--- config.mk ---
export PLATFORM = sky130hd
export DESIGN_NAME = spawn_rom_arbiter
export DESIGN_NICKNAME = d
export VERILOG_FILES = /design/src/rtl/spawn_rom_arbiter_pkg.sv /design/src/rtl/spawn_rom_arbiter_rr_arb2.sv /design/src/rtl/spawn_rom_arbiter.sv
export SDC_FILE = /design/constraint.sdc
export NUM_CORES = 1
export LEC_CHECK = 0
export CAP_MARGIN = 20
export CORE_MARGIN = 2
export CORE_UTILIZATION = 62
export DETAILED_ROUTE_END_ITERATION = 12
export DONT_BUFFER_PORTS = 1
export PLACE_DENSITY = 0.78
export REMOVE_ABC_BUFFERS = 1
export SLEW_MARGIN = 20
export SYNTH_ARGS = -nofsm -noshare
export SYNTH_HDL_FRONTEND = slang
export SYNTH_SLANG_ARGS = --single-unit
--- constraint.sdc ---
create_clock -name clk -period 1.9 [get_ports clk]
set_clock_uncertainty 0.1 [all_clocks]
set_input_delay 0.38 -clock clk [delete_from_list [all_inputs] [get_ports clk]]
set_output_delay 0.38 -clock clk [all_outputs]
set_load 0.01 [all_outputs]
--- src/rtl/spawn_rom_arbiter_pkg.sv ---
// Shared types and defaults for the spawn ROM arbiter.
package spawn_arb_pkg;

  localparam int DEF_ADDR_W      = 20;
  localparam int DEF_DATA_W      = 64;
  localparam int DEF_ROM_LATENCY = 2;

  typedef enum logic [1:0] {
    IDLE = 2'd0,
    WAIT = 2'd1,
    RESP = 2'd2
  } state_t;

  typedef enum logic {
    OWN_ATK = 1'b0,
    OWN_PLT = 1'b1
  } owner_t;

endpackage

--- src/rtl/spawn_rom_arbiter_rr_arb2.sv ---
// Two-way round-robin pick: a lone request wins; on a tie the side not
// granted last time wins. req/grant bit 0 = attack, bit 1 = platform.
module rr_arb2
  import spawn_arb_pkg::*;
(
  input  logic [1:0] req,
  input  logic       last,
  output logic [1:0] grant
);

  // One-hot grant from the request pair and the previous winner
  always_comb begin
    grant = 2'b00;
    case (req)
      2'b01:   grant = 2'b01;
      2'b10:   grant = 2'b10;
      2'b11:   grant = (last == OWN_PLT) ? 2'b01 : 2'b10;
      default: grant = 2'b00;
    endcase
  end

endmodule

--- src/rtl/spawn_rom_arbiter.sv ---
// Shares one ROM read port between the attack and platform requesters.
// One fetch in flight at a time; every output is registered.
// Optional grant statistics are enabled with macro SPAWN_ARB_STATS_EN.
module spawn_rom_arbiter
  import spawn_arb_pkg::*;
#(
  parameter int ADDR_W      = DEF_ADDR_W,
  parameter int DATA_W      = DEF_DATA_W,
  parameter int ROM_LATENCY = DEF_ROM_LATENCY
) (
  input  logic              clk,
  input  logic              reset,
  input  logic              freeze,
  input  logic              atk_req,
  input  logic [ADDR_W-1:0] atk_addr,
  output logic              atk_rsp_valid,
  output logic [DATA_W-1:0] atk_rsp_data,
  input  logic              plt_req,
  input  logic [ADDR_W-1:0] plt_addr,
  output logic              plt_rsp_valid,
  output logic [DATA_W-1:0] plt_rsp_data,
  output logic              rom_en,
  output logic [ADDR_W-1:0] rom_addr,
  input  logic [DATA_W-1:0] rom_data,
  output logic              busy
`ifdef SPAWN_ARB_STATS_EN
  ,
  output logic [15:0]       atk_grant_cnt,
  output logic [15:0]       plt_grant_cnt
`endif
);

  localparam logic [2:0] LAT3 = 3'(ROM_LATENCY);

  state_t            state, state_next;
  owner_t            owner, owner_next;
  owner_t            last_grant, last_next;
  logic [2:0]        cnt, cnt_next;
  logic [1:0]        grant;
  logic              grant_fire;
  logic              rom_en_next, atk_valid_next, plt_valid_next;
  logic [ADDR_W-1:0] rom_addr_next;
  logic [DATA_W-1:0] atk_data_next, plt_data_next;

  rr_arb2 u_rr (
    .req   ({plt_req, atk_req}),
    .last  (last_grant),
    .grant (grant)
  );

  // Grants happen only from IDLE while not frozen
  assign grant_fire = (state == IDLE) && !freeze && (grant != 2'b00);

  // Next-state and next-output logic; cnt equals k in cycle N+k of a fetch
  always_comb begin
    state_next     = state;
    owner_next     = owner;
    last_next      = last_grant;
    cnt_next       = cnt;
    rom_en_next    = 1'b0;
    rom_addr_next  = rom_addr;
    atk_valid_next = 1'b0;
    plt_valid_next = 1'b0;
    atk_data_next  = atk_rsp_data;
    plt_data_next  = plt_rsp_data;
    case (state)
      IDLE: begin
        if (grant_fire) begin
          state_next    = WAIT;
          owner_next    = grant[1] ? OWN_PLT : OWN_ATK;
          last_next     = grant[1] ? OWN_PLT : OWN_ATK;
          cnt_next      = 3'd0;
          rom_en_next   = 1'b1;
          rom_addr_next = grant[1] ? plt_addr : atk_addr;
        end
      end
      WAIT: begin
        if (cnt == LAT3) begin
          state_next = RESP;
          if (owner == OWN_ATK) begin
            atk_valid_next = 1'b1;
            atk_data_next  = rom_data;
          end else begin
            plt_valid_next = 1'b1;
            plt_data_next  = rom_data;
          end
        end else begin
          cnt_next = cnt + 3'd1;
        end
      end
      RESP:    state_next = IDLE;
      default: state_next = IDLE;
    endcase
  end

  // State and registered outputs
  always_ff @(posedge clk) begin
    if (reset) begin
      state         <= IDLE;
      owner         <= OWN_ATK;
      last_grant    <= OWN_PLT;
      cnt           <= 3'd0;
      rom_en        <= 1'b0;
      rom_addr      <= '0;
      atk_rsp_valid <= 1'b0;
      plt_rsp_valid <= 1'b0;
      atk_rsp_data  <= '0;
      plt_rsp_data  <= '0;
      busy          <= 1'b0;
    end else begin
      state         <= state_next;
      owner         <= owner_next;
      last_grant    <= last_next;
      cnt           <= cnt_next;
      rom_en        <= rom_en_next;
      rom_addr      <= rom_addr_next;
      atk_rsp_valid <= atk_valid_next;
      plt_rsp_valid <= plt_valid_next;
      atk_rsp_data  <= atk_data_next;
      plt_rsp_data  <= plt_data_next;
      busy          <= (state_next != IDLE);
    end
  end

`ifdef SPAWN_ARB_STATS_EN
  // Saturating per-requester grant counters
  always_ff @(posedge clk) begin
    if (reset) begin
      atk_grant_cnt <= 16'd0;
      plt_grant_cnt <= 16'd0;
    end else if (grant_fire) begin
      if (grant[0] && atk_grant_cnt != 16'hFFFF) atk_grant_cnt <= atk_grant_cnt + 16'd1;
      if (grant[1] && plt_grant_cnt != 16'hFFFF) plt_grant_cnt <= plt_grant_cnt + 16'd1;
    end
  end
`endif

endmodule

=== Word-level counts from Yosys, hierarchy flattened ===
Index checks and enable logic that the tools add are counted.

* Bits in read-only memories: 0
* Latch bits: 0
* Memory bits (writable): 0
* Input bits: 109
* Memories: 0
* Output and inout bits: 152
* Register bits: 159

* Multiplexer cells: 13
* Multiply operators: 0
* Equality and inequality tests: 7
* Bitwise gates (word level): 4
* Divide/modulo/power cells: 0
* Shift operators: 0
* $lt $le $gt $ge: 0
* Reduce and logical (&&, ||, !) cells: 13
* Add/sub/neg operators: 1

{| class="wikitable"
|+ Operators by type and width
! operator !! number
|-
| 20-bit 2-to-1 mux || 1
|-
| 3-bit AND reduction || 3
|-
| 2-bit 2-to-1 mux || 3
|-
| 3-bit 2-to-1 mux || 2
|-
| 2-bit case mux with 3 select lines || 1
|-
| 3-bit case mux with 2 select lines || 1
|-
| 2-bit nonzero test || 3
|-
| 2-bit by 1-bit equality test with 1-bit output, second input constant || 2
|-
| 2-bit equality test, second input constant || 2
|-
| 1-bit 2-to-1 mux || 4
|-
| 2-bit inequality test, second input constant || 2
|-
| 1-bit inverter || 4
|-
| 2-bit case mux with 2 select lines || 1
|-
| 3-bit by 1-bit adder with 3-bit output, second input constant || 1
|-
| 3-bit by 2-bit equality test with 1-bit output, second input constant || 1
|-
| 3-bit OR reduction || 1
|-
| 1-bit logical AND || 2
|-
| 2-bit logical NOT || 1
|-
| 2-bit AND reduction || 1
|-
| 2-bit OR reduction || 1
|-
| 1-bit logical NOT || 1
|}

=== Logic depth before layout (Yosys ltp) ===
* Word-level depth: 7
* Depth in mapped cells: 8
* Mapped depth without buffers: 6

=== By module ===
From an unflattened synthesis, not the netlist that was laid out.

* Cell total of the unflattened synthesis: 632
* Area total of the unflattened synthesis: 6,633.9 um^2

{| class="wikitable"
|+ Modules (own cells, without submodules)
! module !! cells each !! instances !! sequential area each (um^2) !! area an instance (um^2)
|-
| spawn_rom_arbiter || 629 || 1 || 3,183.1 || 6,615.1
|-
| rr_arb2 || 3 || 1 || 0.0 || 18.8
|}

=== Worst setup path after synthesis ===
Ideal clock, no wire load.

* Kind: reg-to-reg
* Start: register cnt[0]
* End: register atk_rsp_data[23]
* Data required time: 1.668 ns
* Path buffers: 2
* Slack: 0.266 ns
* Cell stages (with the launch flop): 9
* Period minus slack after synthesis: 1.634 ns
* Arrival time: 1.402 ns
* Cell sequence: dfxtp_1 inv_1 ha_1 nand2b_4 or3_1 buf_6 buf_6 nand2_1 a21oi_1

* Word-level cells in the longest chain between the ends: 2

{| class="wikitable"
|+ RTL lines
! item !! RTL line !! RTL
|-
| start: declaration || spawn_rom_arbiter.sv:38 || <nowiki>logic [2:0] cnt, cnt_next;</nowiki>
|-
| start signal: assignment || spawn_rom_arbiter.sv:114 || <nowiki>cnt <= cnt_next;</nowiki>
|-
| 3-bit by 2-bit equality test with 1-bit output || spawn_rom_arbiter.sv:78 || <nowiki>if (cnt == LAT3) begin</nowiki>
|-
| 3-bit AND reduction (no source line) || n/a ||
|-
| end signal: assignment || spawn_rom_arbiter.sv:119 || <nowiki>atk_rsp_data <= atk_data_next;</nowiki>
|-
| end: declaration || spawn_rom_arbiter.sv:17 || <nowiki>output logic [DATA_W-1:0] atk_rsp_data,</nowiki>
|}

No other way between the ends.
A chain may end at the register's enable or synchronous reset.

=== Final worst setup path ===
* Start: register last_grant
* End: register rom_addr[5]

* Word-level cells in the longest chain between the ends: 5

{| class="wikitable"
|+ RTL lines
! item !! RTL line !! RTL
|-
| start: declaration || spawn_rom_arbiter.sv:37 || <nowiki>owner_t last_grant, last_next;</nowiki>
|-
| start signal: assignment || spawn_rom_arbiter.sv:113 || <nowiki>last_grant <= last_next;</nowiki>
|-
| 2-bit 2-to-1 mux * || spawn_rom_arbiter_rr_arb2.sv:17 || <nowiki>2'b11: grant = (last == OWN_PLT) ? 2'b01 : 2'b10;</nowiki>
|-
| 2-bit case mux with 3 select lines * || spawn_rom_arbiter_rr_arb2.sv:14 || <nowiki>case (req)</nowiki>
|-
| 2-bit nonzero test || spawn_rom_arbiter.sv:52 || <nowiki>assign grant_fire = (state == IDLE) && !freeze && (grant != 2'b00);</nowiki>
|-
| 1-bit logical AND || spawn_rom_arbiter.sv:52 ||
|-
| 2-bit AND reduction (no source line) || n/a ||
|-
| end signal: assignment || spawn_rom_arbiter.sv:116 || <nowiki>rom_addr <= rom_addr_next;</nowiki>
|-
| end: declaration || spawn_rom_arbiter.sv:23 || <nowiki>output logic [ADDR_W-1:0] rom_addr,</nowiki>
|}

Every way passes the cells marked *; elsewhere a longest branch is shown, timed or not.

==> flow_summary.yaml <==
routing:
  wl_per_cell_um: 18.8
  totalWireLength_mm: 15.3
  firstDrtPassIters: 5
  drc_errors: 0
  dr_total_vias: 4710
  avgViaCountPerCell: 5.77
  ant_nets: 0
  drt_iter0_markers: 195
floorplanning:
  die_y_um: 100
  fp.coreArea_mm2: 0.00915
  die-area_mm2: 0.0101
  io_pins: 261
  start_util: 0.630
  fp-row-count: 35
  die_w_um: 100
sta:
  setup_ws_ns: -0.0508
  tns_ns: -0.0651
  min_period_ns: 1.95
  hold_viol: 131
  slew_headroom: 0.662
  hold_ws_ns: -0.155
  max_freq_mhz: 513
  rsz0062_at_grt: "yes"
  finalSetupViolCount: 4
  slew_violations: 0
  worstMarginPinSlew_ns: 0.507
  fin_crit_sh: 1.03
cts:
  clkTransAtPathRegs_ns: 0.07
  cts.htree.levels: 4
  clk_latency_ns: 0.50
  cts-hold-fix-buffers: 43
  cts_buffer_depth: 2
  ctsRootBufferMaster: "clkbuf_8"
  cts_tree: "done"
  cts.sinks: 159
  cts_made_buffers: 17
grt:
  antenna_found_initial: 0
  grt_pass1_wl_mm: 22.8
  track_usage: 0.288
  grt_start_max_net_pins: 138
  grt_overflow: 0
  first_global_vias: 4493
min_path:
  hold_start: "reset"
  hp-class: "in -> reg"
synthesis:
  synth_top_area_share: 0.552
  synth-seq-area-share: 0.552
  synth_edf_count: 0
  synth_area_leader_cell: "dfxtp_1"
  synth_warnings: 0
  netlist_top_cells_count: "257 x nand2_1, 159 x dfxtp_1, 129 x a21oi_1"
  synth_cell_types: 30
  synthFlopType: "dfxtp_1"
  syn_inst: 667
  async_flop_share: 0
  syn_avg_cell_area_um2: 8.65
  yosysMostFrequentCell: "nand2_1"
  synthTopCellsByArea: "dfxtp_1 55%, nand2_1 17%, a21oi_1 11%, buf_6 3.9%, mux2i_1 3.5%"
  ys_ff_latch: 159
  synth_area_mm2: 0.00577
worst_setup_path:
  timing.critical_path.slowest_cell_delay_ns: 0.60
  critical-path-top-delay-family: "buffers and inverters"
  crit_path_start: "last_grant$_SDFFE_PP1P_"
  arrival_ns: 2.24
  crit_fanout: 10
  cp-end-kind: "flop"
  cp.buffers_inverters: 2
  critPathLaunchType: "flop"
  worstReg2RegStart: "last_grant$_SDFFE_PP1P_"
  slowest_stage: "dlygate4sd3_1"
  worstPathRequired_ns: 2.19
  crit_chain: "a21boi_4, buf_12, mux2i_1, dlygate4sd3_1, o2bb2ai_1"
  crit_type: "reg -> reg"
layout:
  fin_cells: 816
  final_util: 0.741
  nets: 804
  drive_above_1_share: 0.0809
  syn_to_final_growth_pct: 17.6
  fill_cells: 643
  diodes: 0
  multi_input_area_mm2: 0.00225
  final_area_mm2: 0.00678
  regArea_mm2: 0.00318
power_and_ir_drop:
  power_mw: 6.80
  irDropWorstVdd_mv: 0.601
  p_clk_frac: 0.451
  p_switching_mw: 1.55
  powerDensity_mw_per_mm2: 1000
  switching_share: 0.228
  p_seq_frac: 0.506
  leakage_nw: 2.31
  p_comb_frac: 0.042
  p_int_mw: 5.25
place:
  dp_hpwl_mm: 9.51
  io_buffers: 0
  placed_area_mm2: 0.00574
  dp_cells: 739
  gp_congestion: 0.820
run_status:
  status: "finished, violations left"
  violations: "negative hold slack, negative setup slack"
flow_run:
  drv_cap: 0
==> layer usage <==
layer / share of wire / track usage
met1: 0.35 / 0.299
met2: 0.53 / 0.514
met3: 0.10 / 0.120
met5: 0 / 0
met4: 0.023 / 0.117
==> placed cells by master (no fill, tap or decap), drive strengths merged <==
master | Yosys | final
and2b | 1 | 1
o211ai | 1 | 1
dlygate4sd3 | 0 | 41
o21ai | 1 | 1
clkinvlp | 0 | 4
o21bai | 1 | 1
nor2b | 1 | 1
inv | 3 | 8
buf | 30 | 12
mux2i | 20 | 20
or3 | 3 | 3
nand2 | 257 | 257
xor2 | 1 | 1
a21oi | 129 | 129
nor3 | 1 | 1
nor4 | 1 | 1
nand2b | 2 | 2
clkbuf | 19 | 20
and3 | 1 | 1
o22a | 1 | 1
dfxtp | 159 | 159
o2bb2ai | 20 | 20
xnor2 | 1 | 1
nor2 | 5 | 5
a21boi | 1 | 1
ha | 2 | 2
a211oi | 2 | 2
a22o | 1 | 1
clkinv | 0 | 3
nand3 | 2 | 2
o21ba | 1 | 1
dlymetal6s4s | 0 | 2
==> worst reg2reg max path, cell delays in order, from the launching register on <==
cell,delay (ns)
dfxtp_1,0.35
a21boi_4,0.26
buf_12,0.19
mux2i_1,0.27
dlygate4sd3_1,0.60
o2bb2ai_1,0.06
==> power groups by stage <==
stage / registers (mW) / clock network [mW] / logic [mW]
2_1_floorplan: 3.50 / 0 / 0.123
3_3_place_gp: 3.51 / 0 / 0.150
3_5_place_dp: 3.51 / 0 / 0.160
4_1_cts: 3.44 / 3.10 / 0.248
5_1_grt: 3.44 / 3.26 / 0.303
6_report: 3.44 / 3.07 / 0.287
==> stage by stage <==
step | hold slack, ns | setup WS, ns
after floorplan | 0.349 | -0.554
after global placement | 0.358 | 0.166
after detailed placement | 0.363 | 0.0983
after CTS | -0.173 | 0.0650
after global routing | -0.193 | -0.0680
final | -0.155 | -0.0508
==> worst paths after layout <==
| path | endpoint | slack, ns | cells after the start |
|---|---|---|---|
| worst min-delay path | plt_rsp_data[61]$_SDFFE_PP0P_ | -0.16 | 1 |
| worst min register to register | plt_rsp_data[33]$_SDFFE_PP0P_ | 0.40 | 2 |
| worst max register to register | rom_addr[5]$_SDFFE_PP0P_ | -0.05 | 5 |
| worst max-delay path | rom_addr[5]$_SDFFE_PP0P_ | -0.05 | 5 |
==> flip-flops by register name, summed over array words and instances (netlist names) <==
signal,cells
atk_rsp_data,64
plt_rsp_data,64
rom_addr,20
cnt,3
state,2
atk_rsp_valid,1
busy,1
last_grant,1
owner,1
plt_rsp_valid,1
rom_en,1
==> cells by family after synthesis <==
logic type,Yosys count,share of synthesized area
buffers and inverters,52,0.0625
adders and majority gates,2,0.00434
AOI/OAI and AO/OA,158,0.156
xor gates and xnor gates,2,0.00304
muxes,20,0.0347
DFF,159,0.552
and+or+nand+nor,274,0.188
==> timing repair <==
item                                    4_1_cts  5_1_grt
hold endpoints to repair                    154      131
resized for setup                             0        7
setup buffers                                 0        2
endpoints found under the setup margin        0       19
==> layout make-up <==
type / count / share of cell area
sequential: 159 / 0.470
multi-input combinational: 456 / 0.332
inverter: 3 / 0.00166
clock buffer: 19 / 0.0652
tap: 111 / 0.0205
clock inverter: 12 / 0.0151
timing repair buffer: 56 / 0.0960
Note: power is estimated with default switching activity, not from simulation.
